## src/rtl/wheel_drive_ramp_pkg.sv

```systemverilog
// Shared definitions for the two-wheel drive ramp controller.
//   cmd_state encodings, FSM state type, and wheel-select helpers.
package wheel_pkg;

  localparam logic [1:0] DRV_BOTH  = 2'b00;
  localparam logic [1:0] DRV_LEFT  = 2'b01;
  localparam logic [1:0] DRV_RIGHT = 2'b10;
  localparam logic [1:0] DRV_STOP  = 2'b11;

  typedef enum logic [1:0] {IDLE, RAMP, BRAKE, ESTOP} fsm_t;

  function automatic logic drives_right(input logic [1:0] s);
    return (s == DRV_BOTH) || (s == DRV_RIGHT);
  endfunction

  function automatic logic drives_left(input logic [1:0] s);
    return (s == DRV_BOTH) || (s == DRV_LEFT);
  endfunction

endpackage

```

## src/rtl/wheel_drive_ramp_pwm_ch.sv

```systemverilog
// One wheel channel: ramping duty register, period-aligned effective duty,
// and the PWM comparator.
//   clr      - synchronous clear of duty and effective duty (emergency stop)
//   step     - move duty one RAMP_STEP toward goal this cycle
//   goal     - ramp destination
//   wrap     - shared counter is at its last count; eff_duty reloads here
//   cnt      - shared PWM counter
//   estop    - forces pwm low combinationally
//   duty     - current ramp duty
//   at_goal  - duty after this cycle's step equals goal
//   zero     - duty and effective duty both 0 (output is quiet)
//   pwm      - PWM output
module wheel_pwm_ch #(
  parameter int PWM_BITS  = 8,
  parameter int RAMP_STEP = 4
) (
  input  logic                clk,
  input  logic                rst_n,
  input  logic                clr,
  input  logic                step,
  input  logic [PWM_BITS-1:0] goal,
  input  logic                wrap,
  input  logic [PWM_BITS-1:0] cnt,
  input  logic                estop,
  output logic [PWM_BITS-1:0] duty,
  output logic                at_goal,
  output logic                zero,
  output logic                pwm
);
  localparam int W1 = PWM_BITS + 1;

  logic [PWM_BITS-1:0] eff, nxt;
  logic [W1-1:0]       d_w, g_w, stp_w, up, dn;

  // One extra bit keeps up-steps from wrapping past DMAX.
  assign d_w   = {1'b0, duty};
  assign g_w   = {1'b0, goal};
  assign stp_w = W1'(RAMP_STEP);
  assign up    = d_w + stp_w;
  assign dn    = d_w - stp_w;

  always_comb begin
    nxt = duty;
    if (step) begin
      if (d_w < g_w)      nxt = (up >= g_w) ? goal : up[PWM_BITS-1:0];
      else if (d_w > g_w) nxt = (d_w >= g_w + stp_w) ? dn[PWM_BITS-1:0] : goal;
    end
  end

  always_ff @(posedge clk or negedge rst_n) begin
    if (!rst_n) begin
      duty <= '0;
      eff  <= '0;
    end else if (clr) begin
      duty <= '0;
      eff  <= '0;
    end else begin
      duty <= nxt;
      // Latched on the wrap edge so a whole period (cnt 0..DMAX-1) sees one value.
      if (wrap) eff <= duty;
    end
  end

  assign at_goal = (nxt == goal);
  assign zero    = (duty == '0) && (eff == '0);
  assign pwm     = ~estop & (cnt < eff);

endmodule

```

## src/rtl/wheel_drive_ramp.sv

```systemverilog
// Two-wheel drive controller: accepts {state, speed, reverse} commands on a
// valid/ready handshake, ramps each wheel's PWM duty at RAMP_STEP per
// RAMP_DIV cycles, brakes to zero before any direction reversal, and
// yields to a level emergency stop.
//   cmd_valid/cmd_ready - command handshake; ready only when idle and not stopped
//   cmd_state/speed/reverse - wheel select, target duty, direction
//   estop     - emergency stop, outputs low immediately
//   right/left - wheel PWM outputs
//   dir_right/dir_left - direction outputs, 1 = reverse
//   busy      - ramp or brake in progress
module wheel_drive_ramp
  import wheel_pkg::*;
#(
  parameter int PWM_BITS  = 8,
  parameter int RAMP_DIV  = 1000,
  parameter int RAMP_STEP = 4
) (
  input  logic                clk,
  input  logic                rst_n,
  input  logic                cmd_valid,
  output logic                cmd_ready,
  input  logic [1:0]          cmd_state,
  input  logic [PWM_BITS-1:0] cmd_speed,
  input  logic                cmd_reverse,
  input  logic                estop,
  output logic                right,
  output logic                left,
  output logic                dir_right,
  output logic                dir_left,
  output logic                busy
);
  localparam int NCH  = 2;  // index 0 = right, 1 = left
  localparam int DMAX = 2**PWM_BITS - 1;
  localparam int PW   = (RAMP_DIV > 1) ? $clog2(RAMP_DIV) : 1;

  fsm_t                          st;
  logic [PWM_BITS-1:0]           cnt;
  logic [PW-1:0]                 presc;
  logic [NCH-1:0][PWM_BITS-1:0]  tgt, goal, duty, nt;
  logic [NCH-1:0]                at_goal, zero, pwm;
  logic                          dir, req_dir, accept, tick, wrap, step;

  assign cmd_ready = (st == IDLE) & ~estop;
  assign accept    = cmd_valid & cmd_ready;
  assign tick      = (presc == PW'(RAMP_DIV - 1));
  assign wrap      = (cnt == PWM_BITS'(DMAX - 1));
  assign step      = tick & ((st == RAMP) | (st == BRAKE));
  assign goal      = (st == BRAKE) ? '0 : tgt;
  assign busy      = (st == RAMP) | (st == BRAKE);

  always_comb begin
    nt[0] = drives_right(cmd_state) ? cmd_speed : '0;
    nt[1] = drives_left(cmd_state)  ? cmd_speed : '0;
  end

  always_ff @(posedge clk or negedge rst_n) begin
    if (!rst_n) cnt <= '0;
    else        cnt <= wrap ? '0 : cnt + PWM_BITS'(1);
  end

  always_ff @(posedge clk or negedge rst_n) begin
    if (!rst_n) begin
      st      <= IDLE;
      tgt     <= '0;
      presc   <= '0;
      dir     <= 1'b0;
      req_dir <= 1'b0;
    end else if (estop) begin
      st    <= ESTOP;
      tgt   <= '0;
      presc <= '0;
    end else begin
      // Restart on accept so the first tick lands RAMP_DIV cycles later.
      presc <= (accept || tick) ? '0 : presc + PW'(1);
      case (st)
        IDLE: if (accept) begin
          tgt     <= nt;
          req_dir <= cmd_reverse;
          // A reversal always passes through BRAKE; with duties already at
          // zero it only waits for the outputs to be quiet, then flips.
          if (cmd_reverse != dir) st <= BRAKE;
          else if (nt != duty)    st <= RAMP;
        end
        RAMP:  if (&at_goal) st <= IDLE;
        BRAKE: if (&zero) begin
          dir <= req_dir;
          st  <= RAMP;
        end
        ESTOP: st <= IDLE;
        default: st <= IDLE;
      endcase
    end
  end

  for (genvar i = 0; i < NCH; i++) begin : g_ch
    wheel_pwm_ch #(.PWM_BITS(PWM_BITS), .RAMP_STEP(RAMP_STEP)) u_ch (
      .clk     (clk),
      .rst_n   (rst_n),
      .clr     (estop),
      .step    (step),
      .goal    (goal[i]),
      .wrap    (wrap),
      .cnt     (cnt),
      .estop   (estop),
      .duty    (duty[i]),
      .at_goal (at_goal[i]),
      .zero    (zero[i]),
      .pwm     (pwm[i])
    );
  end

  assign right     = pwm[0];
  assign left      = pwm[1];
  assign dir_right = dir;
  assign dir_left  = dir;

endmodule
```

## config.mk

```make
export PLATFORM = sky130hd
export DESIGN_NAME = wheel_drive_ramp
export DESIGN_NICKNAME = d
export VERILOG_FILES = /design/src/rtl/wheel_drive_ramp_pkg.sv /design/src/rtl/wheel_drive_ramp_pwm_ch.sv /design/src/rtl/wheel_drive_ramp.sv
export SDC_FILE = /design/constraint.sdc
export NUM_CORES = 1
export LEC_CHECK = 0
export CAP_MARGIN = 5
export CORE_MARGIN = 4
export CORE_UTILIZATION = 55
export DETAILED_ROUTE_END_ITERATION = 10
export GPL_ROUTABILITY_DRIVEN = 0
export PLACE_DENSITY = 0.73
export SYNTH_ARGS = -nofsm -noshare
export SYNTH_HDL_FRONTEND = slang
export SYNTH_HIERARCHICAL = 1
export SYNTH_SLANG_ARGS = --single-unit
```

## constraint.sdc

```tcl
create_clock -name clk -period 6.5 [get_ports clk]
set_clock_uncertainty 0.2 [all_clocks]
set_input_delay 0.975 -clock clk [delete_from_list [all_inputs] [get_ports clk]]
set_output_delay 0.975 -clock clk [all_outputs]
set_load 0.03 [all_outputs]
```

==> key figures <==
Flow run
  • Max cap viols: 0

STA
  • RSZ-0062 raised after global routing: no
  • Post-route worst setup slack: 0.667 ns
  • Post-layout min period: 5.83 ns
  • Max_slew headroom: 35.3%
  • Worst-margin pin slew: 0.969 ns
  • Tcrit/Tclk final: 89.7%
  • F_max: 171 MHz
  • Final Hold Fails: 0
  • Endpoints failing setup: 0
  • Fin. max-slew vios: 0
  • Setup tns final: 0 ns

Clock network
  • Clock slew at reported path FFs: 0.06 ns
  • Hold Buf Count CTS: 0
  • H-tree levels: 3
  • CTS tree: done
  • CTS root buffer: clkbuf_16
  • Clock Latency Late Sink: 0.34 ns
  • Clk sinks: 70
  • TritonCTS Buffers: 9
  • CTS resizes: 0
  • Clock Path Buffers: 2
  • Post-CTS Setup Bufs: 0

Power
  • Switching share of total power: 32.2%
  • Clock power frac: 39.4%
  • P_int: 921 uW
  • Part of the power in registers: 34.3%
  • Power per cell area: 187 nW/um^2
  • Power Total: 1.36 mW
  • Combinational share of power: 26.2%
  • LEAKAGE: 3.03 nW
  • P_sw: 438 uW
  • Max IR drop VDD: 0.166 mV

Logic synthesis
  • Seq cells post-synth: 70
  • Seq/Total Area, Yosys: 26.2%
  • Average cell area after synthesis: 8.40 sq um
  • Synth Warn #: 6
  • Post-synthesis compound-gate area fraction: 21.3%
  • Top-area cell type share of the netlist area: 26.2%
  • Largest family of logic cells by synthesized area: simple AND/OR/NAND/NOR gates
  • Post-synth top flop: dfrtp_1
  • Async set-reset flop share out of synthesis: 100%
  • Number of synthesized flops with an enable pin: 0
  • Simple-gate share of the synthesized area: 23.6%
  • Mux cell area share after synthesis: 4.54%
  • Post-Synthesis Cells: 797
  • Synth Net Count: 878
  • Post-Synth XOR/XNOR Area: 6.02%
  • Synth Cell Area: 6690 sq um
  • Yosys cell types: 93
  • Post-synthesis adder-cell area fraction: 12.3%
  • Largest area contributor in the netlist: dfrtp_1
  • Area contributors post-synth: dfrtp_1 26%, ha_1 12%, nor2_1 4.7%, xnor2_1 4.2%, mux2i_1 4.0%

Drt
  • Wirelength, routed: 17.9 mm
  • Via count: 6182
  • Wire per inst: 18.8 um
  • Iteration-0 DRC count of the detailed router: 668
  • Drc violations: 0
  • 1st-pass router iterations: 9
  • Via density: 6.49
  • DRT antenna net count: 0

Cells and area
  • # nets final: 881
  • # fillers: 1030
  • Final core occ: 60.7%
  • Synthesis-to-layout area growth: 8.43%
  • Antenna diodes: 0
  • Share of layout cells above drive strength 1: 8.20%
  • Cell Count, Final, Fillers Out: 952

Setup path
  • Worst EP arrival: 5.83 ns
  • Crit path kind: reg -> reg
  • Crit end category: register
  • Setup crit start: st[0]
  • CP Launch Type: register
  • Worst-path maximum fanout: 20
  • RR Startpoint: st[0]
  • Worst endpoint required time: 6.50 ns

Global routing
  • GRT Util Overall: 25.4%
  • First-pass GRT wire length: 29.2 mm
  • Largest net degree at the start of global routing: 71
  • Vias in the first global route: 5872
  • Antenna violations before repair: 0
  • Grt total ovfl: 0

Floorplan
  • Core Region: 12000 sq um
  • # IOs: 21
  • Die Ht: 118 um
  • Initial core utilization: 56.0%
  • Die ar.: 14000 sq um
  • Horiz. Die Dim: 118 um
  • Row cnt: 40

Min path
  • Hold path start: presc[0]
  • Class of the worst hold path: reg -> reg

Place
  • Place WS: 0.815 ns
  • HPWL Detailed: 13.1 mm
  • Placed cells: 936
  • PortBufs: 20

Status
  • Outcome: finished clean
## metal layers
layer | vias to the layer above | track usage [%] | part of all wire (%)
li1 | 2872 | - | -
met1 | 2913 | 34.3 | 42
met2 | 332 | 39.7 | 45
met3 | 65 | 4.98 | 9.3
met4 | 0 | 10.9 | 3.3
met5 | - | 0 | 0
## flip-flops by register name, indices dropped and copies added (netlist names)
signal	cells
presc	10
tgt	16
cnt	8
dir_left	1
g_ch.u_ch/duty	16
req_dir	1
st	2
g_ch.u_ch/eff	16
## metrics by stage
step | hold WS [ns] | cell area (sq um)
5_1_grt | 0.308 | 7260
4_1_cts | 0.291 | 7260
3_5_place_dp | 0.285 | 6930
6_report | 0.295 | 7260
3_3_place_gp | 0.247 | 6930
2_1_floorplan | 0.225 | 6690
## kinds of logic (layout without fill, tap and decap cells)
logic type | Yosys count | in the layout
AOI/OAI and AO/OA | 196 | 196
xor gates and xnor gates | 46 | 46
adders and majority gates | 66 | 66
buffers and inverters | 93 | 101
DFF | 70 | 70
muxes | 30 | 30
and+or+nand+nor | 296 | 296
## cell usage in the layout, fill, tap and decap left out, types with 7 or more instances in the layout
| cell | count |
|---|---|
| nor2b_1 | 23 |
| ha_1 | 66 |
| nor4_1 | 8 |
| xor2_1 | 14 |
| nor2_1 | 83 |
| a21o_1 | 20 |
| o211ai_1 | 7 |
| xnor2_1 | 32 |
| o21ai_0 | 37 |
| nand3_1 | 38 |
| clkbuf_16 | 9 |
| a21oi_1 | 40 |
| nor3_1 | 7 |
| nand4_1 | 7 |
| mux2i_1 | 27 |
| dfrtp_1 | 70 |
| and3_1 | 10 |
| nand2b_1 | 13 |
| inv_1 | 59 |
| clkdlybuf4s50_1 | 18 |
| nand3b_1 | 18 |
| nand2_1 | 47 |
| a31oi_1 | 10 |
## synthesized netlist by cell type (8+ instances only)
master,count
inv_1,59
clkbuf_1,20
nor4_1,8
nor2_1,84
a21o_1,20
and3_1,10
dfrtp_1,70
xor2_1,14
nand3_1,38
nand3b_1,18
nor2b_1,23
o21ai_0,37
nand2_1,47
mux2i_1,27
a21oi_1,40
xnor2_1,32
ha_1,66
nand2b_1,13
a31oi_1,10
## critical path, stage by stage, from the launching register on
cell and delay, ns:
dfrtp_1 0.37, inv_1 0.09, ha_1 0.45, nor2b_1 0.74
ha_1 0.35, nand3_1 0.11, xnor2_1 0.16, ha_1 0.29
and2_1 0.16, a221o_1 0.41, o21ai_2 0.25, a211oi_1 0.08
nor4_1 0.38, nand4_1 0.19, nor4_2 0.40, nand2_1 0.09
a22o_1 0.25, or4_1 0.49, a21oi_1 0.16, a311oi_2 0.05
## path summary, 6_finish.rpt
check                      cells past startpoint  slack, ns              endpoint
min                                            1       0.29              presc[0]
min reg2reg                                    1       0.29              presc[0]
min in group asynchronous                      2       0.62   g_ch[0].u_ch/eff[7]
max in group asynchronous                      2       4.86  g_ch[0].u_ch/duty[5]
max reg2reg                                   19       0.67                 st[0]
max                                           19       0.67                 st[0]
## power by group through the flow
stage / combinational (mW) / clock, mW / sequential [mW]
3_3_place_gp: 0.341 / 0 / 0.472
5_1_grt: 0.383 / 0.562 / 0.469
2_1_floorplan: 0.251 / 0 / 0.477
4_1_cts: 0.351 / 0.542 / 0.466
3_5_place_dp: 0.348 / 0 / 0.474
6_report: 0.356 / 0.536 / 0.466
## area by class of cell
cell class                 instances  area (sq um)  area share (%)
sequential                        70          1750            24.1
timing repair buffer              26           235            3.24
clock buffer                       9           225            3.10
clock inverter                     7          97.6            1.34
multi-input combinational        634          4540            62.6
inverter                          59           221            3.05
tap                              147           184            2.53
(Power assumes the default switching activity.)
